$ cat src/rtl/pipe_addsub.sv
// Pipelined add/subtract unit: one SEG_W-bit carry segment per register stage, latency STAGES.
// Result and flags are registered at the last stage and advance under a single global enable.
module pipe_addsub #(
  parameter int unsigned WIDTH = 32,
  parameter int unsigned SEG_W = 8
) (
  input  logic             clk,
  input  logic             rst_n,
  input  logic             in_valid,
  output logic             in_ready,
  input  logic             op_sub,
  input  logic [WIDTH-1:0] a,
  input  logic [WIDTH-1:0] b,
  output logic             out_valid,
  input  logic             out_ready,
  output logic [WIDTH-1:0] result,
  output logic             carry_out,
  output logic             overflow,
  output logic             zero,
  output logic             negative,
  output logic             lt_u,
  output logic             lt_s
);

  localparam int unsigned STAGES = WIDTH / SEG_W;
  localparam int unsigned LAST   = STAGES - 1;

  logic             valid_q [STAGES];
  logic             valid_d [STAGES];
  logic             op_q    [STAGES];
  logic             op_d    [STAGES];
  logic             carry_q [STAGES];
  logic             carry_d [STAGES];
  logic [WIDTH-1:0] sum_q   [STAGES];
  logic [WIDTH-1:0] sum_d   [STAGES];
  logic [WIDTH-1:0] a_q     [STAGES];
  logic [WIDTH-1:0] a_d     [STAGES];
  logic [WIDTH-1:0] b_q     [STAGES];
  logic [WIDTH-1:0] b_d     [STAGES];

  logic cout_q, cout_d;
  logic ovf_q, ovf_d;
  logic zero_q, zero_d;
  logic neg_q, neg_d;
  logic ltu_q, ltu_d;
  logic lts_q, lts_d;

  logic             adv;
  logic [WIDTH-1:0] a_in, b_in;
  logic [SEG_W:0]   seg;
  logic             msb_cin;

  function automatic logic [SEG_W:0] seg_add(input logic [SEG_W-1:0] x,
                                             input logic [SEG_W-1:0] y,
                                             input logic             c);
    return {1'b0, x} + {1'b0, y} + {{SEG_W{1'b0}}, c};
  endfunction

  always_comb begin
    adv      = ~valid_q[LAST] | out_ready;
    in_ready = adv;

    // Stage 0 takes operands straight from the ports; subtract is a + ~b + 1.
    a_in       = a;
    b_in       = op_sub ? ~b : b;
    seg        = seg_add(a_in[SEG_W-1:0], b_in[SEG_W-1:0], op_sub);
    valid_d[0] = in_valid & adv;
    op_d[0]    = op_sub;
    a_d[0]     = a_in;
    b_d[0]     = b_in;
    carry_d[0] = seg[SEG_W];
    sum_d[0]   = '0;
    sum_d[0][SEG_W-1:0] = seg[SEG_W-1:0];

    for (int unsigned k = 1; k < STAGES; k++) begin
      a_in       = a_q[k-1];
      b_in       = b_q[k-1];
      seg        = seg_add(a_in[k*SEG_W +: SEG_W], b_in[k*SEG_W +: SEG_W], carry_q[k-1]);
      valid_d[k] = valid_q[k-1];
      op_d[k]    = op_q[k-1];
      a_d[k]     = a_in;
      b_d[k]     = b_in;
      carry_d[k] = seg[SEG_W];
      sum_d[k]   = sum_q[k-1];
      sum_d[k][k*SEG_W +: SEG_W] = seg[SEG_W-1:0];
    end

    // a_in/b_in now hold the last stage's operands; recover the carry into the MSB.
    msb_cin = a_in[WIDTH-1] ^ b_in[WIDTH-1] ^ sum_d[LAST][WIDTH-1];
    cout_d  = carry_d[LAST];
    ovf_d   = msb_cin ^ cout_d;
    zero_d  = (sum_d[LAST] == '0);
    neg_d   = sum_d[LAST][WIDTH-1];
    ltu_d   = op_d[LAST] & ~cout_d;
    lts_d   = op_d[LAST] & (neg_d ^ ovf_d);
  end

  always_ff @(posedge clk or negedge rst_n) begin
    if (!rst_n) begin
      for (int unsigned k = 0; k < STAGES; k++) begin
        valid_q[k] <= 1'b0;
        op_q[k]    <= 1'b0;
        carry_q[k] <= 1'b0;
        sum_q[k]   <= '0;
        a_q[k]     <= '0;
        b_q[k]     <= '0;
      end
      cout_q <= 1'b0;
      ovf_q  <= 1'b0;
      zero_q <= 1'b0;
      neg_q  <= 1'b0;
      ltu_q  <= 1'b0;
      lts_q  <= 1'b0;
    end else if (adv) begin
      for (int unsigned k = 0; k < STAGES; k++) begin
        valid_q[k] <= valid_d[k];
        op_q[k]    <= op_d[k];
        carry_q[k] <= carry_d[k];
        sum_q[k]   <= sum_d[k];
        a_q[k]     <= a_d[k];
        b_q[k]     <= b_d[k];
      end
      cout_q <= cout_d;
      ovf_q  <= ovf_d;
      zero_q <= zero_d;
      neg_q  <= neg_d;
      ltu_q  <= ltu_d;
      lts_q  <= lts_d;
    end
  end

  assign out_valid = valid_q[LAST];
  assign result    = sum_q[LAST];
  assign carry_out = cout_q;
  assign overflow  = ovf_q;
  assign zero      = zero_q;
  assign negative  = neg_q;
  assign lt_u      = ltu_q;
  assign lt_s      = lts_q;

endmodule

$ cat config.mk
export PLATFORM = sky130hd
export DESIGN_NAME = pipe_addsub
export DESIGN_NICKNAME = d
export VERILOG_FILES = /design/src/rtl/pipe_addsub.sv
export SDC_FILE = /design/constraint.sdc
export NUM_CORES = 1
export LEC_CHECK = 0
export ABC_AREA = 1
export CAP_MARGIN = 20
export CORE_ASPECT_RATIO = 1.1
export CORE_UTILIZATION = 50
export DETAILED_ROUTE_END_ITERATION = 6
export MAX_ROUTING_LAYER = met4
export PLACE_DENSITY = 0.74
export SLEW_MARGIN = 25
export SYNTH_ARGS = -nofsm -noshare
export SYNTH_HDL_FRONTEND = slang
export SYNTH_SLANG_ARGS = --single-unit
export TNS_END_PERCENT = 30
$ cat constraint.sdc
create_clock -name clk -period 1.75 [get_ports clk]
set_input_delay 0.35 -clock clk [delete_from_list [all_inputs] [get_ports clk]]
set_output_delay 0.35 -clock clk [all_outputs]
set_load 0.01 [all_outputs]
==> impl_metrics.ini <==
[critical_path]
cp-end-kind = register
cp_cell_sequence = fa_2 > inv_2 > fa_2 > nand2_2 > nor2_1 > nand3_1 > nor2_2 > nand4_1 > nand2_1
critPathTopFamily = adder cells
worstSetupPathType = register to register
cp_slowest_cell = fa_2
crit_fanout = 2
worst_ep_required_time_ns = 2.07
cpPeakStageDelay_ns = 0.43
worstSetupStartpointType = register
critPathArrivalTime_ns = 2.15
critPathMostFrequentCell = fa_2
crit_buf_inv = 1

[detailed_routing]
drt_iter0_markers = 488
routed_wl_mm = 18.01
vias = 6788
firstDrtPassIters = 5
ant_nets = 0
avgViaCountPerCell = 4.912
route.detailed.drc = 0
post_drt_wl_per_cell_um = 13.03

[power_and_ir_drop]
power_density_nw_per_um2 = 1751
worst_ir_drop_vdd_v = 0.0009368
p_leak_nw = 5.458

[synth]
synth-edff-count = 0
async_reset_ff_frac = 1.000
yosysMostFrequentCell = nand2_1
synth_seq_cells = 191
yosysTopAreaCell = dfrtp_1
syn_nets = 1113
synthTopCellsByArea = dfrtp_1 54%, nand2_1 17%, o21ai_0 6.5%
ys_seq_area_frac = 0.5439
syn_area_um2 = 8787
yosys-top-cells-count = 391 x nand2_1, 191 x dfrtp_1, 115 x o21ai_0, 78 x inv_1
yosysTopAreaCellShare = 0.5439
yosys_warnings = 0
synth_cell_types = 27
syn_inst = 1009
synth_flop_cell = dfrtp_1
avgSynthCellArea_um2 = 8.709

[sta]
setup_ws_ns = -0.07884
hold_viol = 0
final_max_slew_viol_count = 0
setup_violations = 5
tightest_slew_ns = 0.5047
rsz0062_at_grt = true
fin_skew_ns = 0.006490
slew-limit-headroom = 0.6635
finalCritPeriodShare = 1.045
tns_ns = -0.1829
fin_crit_ns = 1.829
max_freq_mhz = 546.8

[clock_tree]
cts_max_path_buffers = 2
cts_root_buffer = clkbuf_16
ctsHtreeMaxLevel = 4
cts_tree = done
clock_sinks = 191
insertion_delay_ns = 0.43
cts.clk_slew.worst_paths_ns = 0.06
cts_inserted_buffers = 17

[global_route]
grt-ovfl-total = 0
grt_pass1_vias = 6464
grt_antenna_before_repair = 0
grt_max_degree = 53
grt_pass1_wl_mm = 30.73
grt_usage = 0.2229

[floorplanning]
die_h_um = 141.0
io_pins = 109
initial_core_util = 0.5145
row_count = 50
die_w_um = 128.4
design.die.area_um2 = 18110
fp.coreArea_um2 = 17080

[run]
cap_violations = 0

[finish]
drive_gt1_frac = 0.1045
final_cells = 1382
area_growth_pct = 25.46
layout.nets = 1241
num_antenna_cells = 0
final_area_um2 = 11020

[place]
dpl-instance-area_um2 = 10330
place_congestion = 0.8961
hpwlAfterDp_mm = 12.61
io_buffers = 108
dp.cells = 1343

[run_status]
status = complete, but fails checks
violations = setup timing

[min_path]
hold_path_class = input port to async pin
-- what timing repair did --
action,4_1_cts,5_1_grt
endpoints found under the setup margin,14,20
pin swaps,8,17
setup buffers,1,7
gates cloned,0,0
resized for setup,20,30
hold buffers,1,0
hold endpoints to repair,36,0
-- sequential cells by signal, indices dropped and copies added (netlist names) --
| name | count |
|---|---|
| sum_d | 48 |
| a_d | 40 |
| b_d | 40 |
| result | 32 |
| a_in | 8 |
| b_in | 8 |
| carry_q | 3 |
| op_d | 3 |
| valid_d | 3 |
| carry_out | 1 |
| lt_s | 1 |
| lt_u | 1 |
| out_valid | 1 |
| overflow | 1 |
| zero | 1 |
-- through the flow --
stage	util	worst slack (ns)	total power, mW	hold WS [ns]
final	0.6455	-0.07884	19.30	0.4047
after global routing	0.6455	-0.1671	20.88	0.4266
after global placement	0.6050	-0.2564	15.06	0.3047
after floorplan	-	-0.0005682	12.38	0.05441
after detailed placement	0.6050	-0.3274	15.29	0.3035
after CTS	0.6381	-0.1086	18.95	0.3980
-- worst reg2reg max path, cell delays in order (launching register included) --
cell and delay [ns]:
dfrtp_1 0.40, fa_2 0.42, inv_2 0.08, fa_2 0.43, nand2_2 0.09, nor2_1 0.04, nand3_1 0.08, nor2_2 0.06
nand4_1 0.08, nand2_1 0.05
-- kinds of logic (layout without fill, tap and decap cells) --
kind of cell / Yosys count / count (layout) / synth area share
fa+ha+maj: 35 / 35 / 0.05582
simple gates: 464 / 464 / 0.2092
xor+xnor: 41 / 41 / 0.04087
buf+inv: 125 / 264 / 0.05938
compound gates: 153 / 153 / 0.09084
flops: 191 / 191 / 0.5439
-- power by group --
part           switching [mW]  internal (mW)  leakage [nW]
logic                    4.66           3.75          2.90
clock network            1.55           1.86         0.248
registers                1.11           6.37          2.31
total                    7.32           12.0          5.46
-- cells in the final DEF, fill, tap and decap left out, types with 2 or more instances in the layout --
master           synthesis  final
nand2_1                391    387
dfrtp_1                191    191
o21ai_0                115    110
clkdlybuf4s50_1          0     98
inv_1                   78     68
buf_4                    6     38
ha_1                    28     28
xnor2_1                 28     26
nor2_1                  27     26
nand3_1                 22     18
clkbuf_16                0     17
a21oi_1                 19     14
xor2_1                  13     12
inv_2                    1      9
nand4_1                  9      9
o21ai_1                  4      9
nand2_2                  6      8
buf_12                   0      8
nand3b_1                 7      7
fa_2                     0      7
a31oi_1                  7      6
a21oi_2                  0      5
clkinv_2                 0      5
dlymetal6s2s_1           0      5
nand3_2                  0      4
clkbuf_1                13      4
clkbuf_8                 0      3
dlygate4sd2_1            0      3
o21ai_2                  2      2
nand2_4                  0      2
xnor2_2                  0      2
o21a_1                   2      2
a21o_1                   2      2
clkinvlp_4               0      2
-- path summary, 6_finish.rpt --
check                           start    endpoint  slack [ns]  depth (start not counted)
setup / recovery           carry_q[1]        zero       -0.08                          9
hold / removal                  rst_n     b_d[59]        0.40                          2
setup reg to reg           carry_q[1]        zero       -0.08                          9
hold reg to reg            valid_d[0]   out_valid        0.45                          2
max in group asynchronous       rst_n  result[26]        0.78                          3
min in group clk           valid_d[0]   out_valid        0.45                          2
-- layer usage --
layer,track usage,share of wire,vias up,routed length (µm)
met5,-,0,-,0
met4,0.08050,0.018,0,327
met3,0.03719,0.037,24,670
met2,0.3371,0.47,138,8502
met1,0.3039,0.47,3184,8507
li1,-,-,3442,-
-- area by class of cell --
cell class / instances / area, µm²
fillers: 1387 / 6055
flip-flops and latches: 191 / 4780
multi-input cells: 693 / 3596
repair buffers: 155 / 1544
clock buffers: 23 / 467.9
inverters: 79 / 304.0
well taps: 234 / 292.8
clock inverters: 7 / 40.04
(Power assumes the default switching activity.)
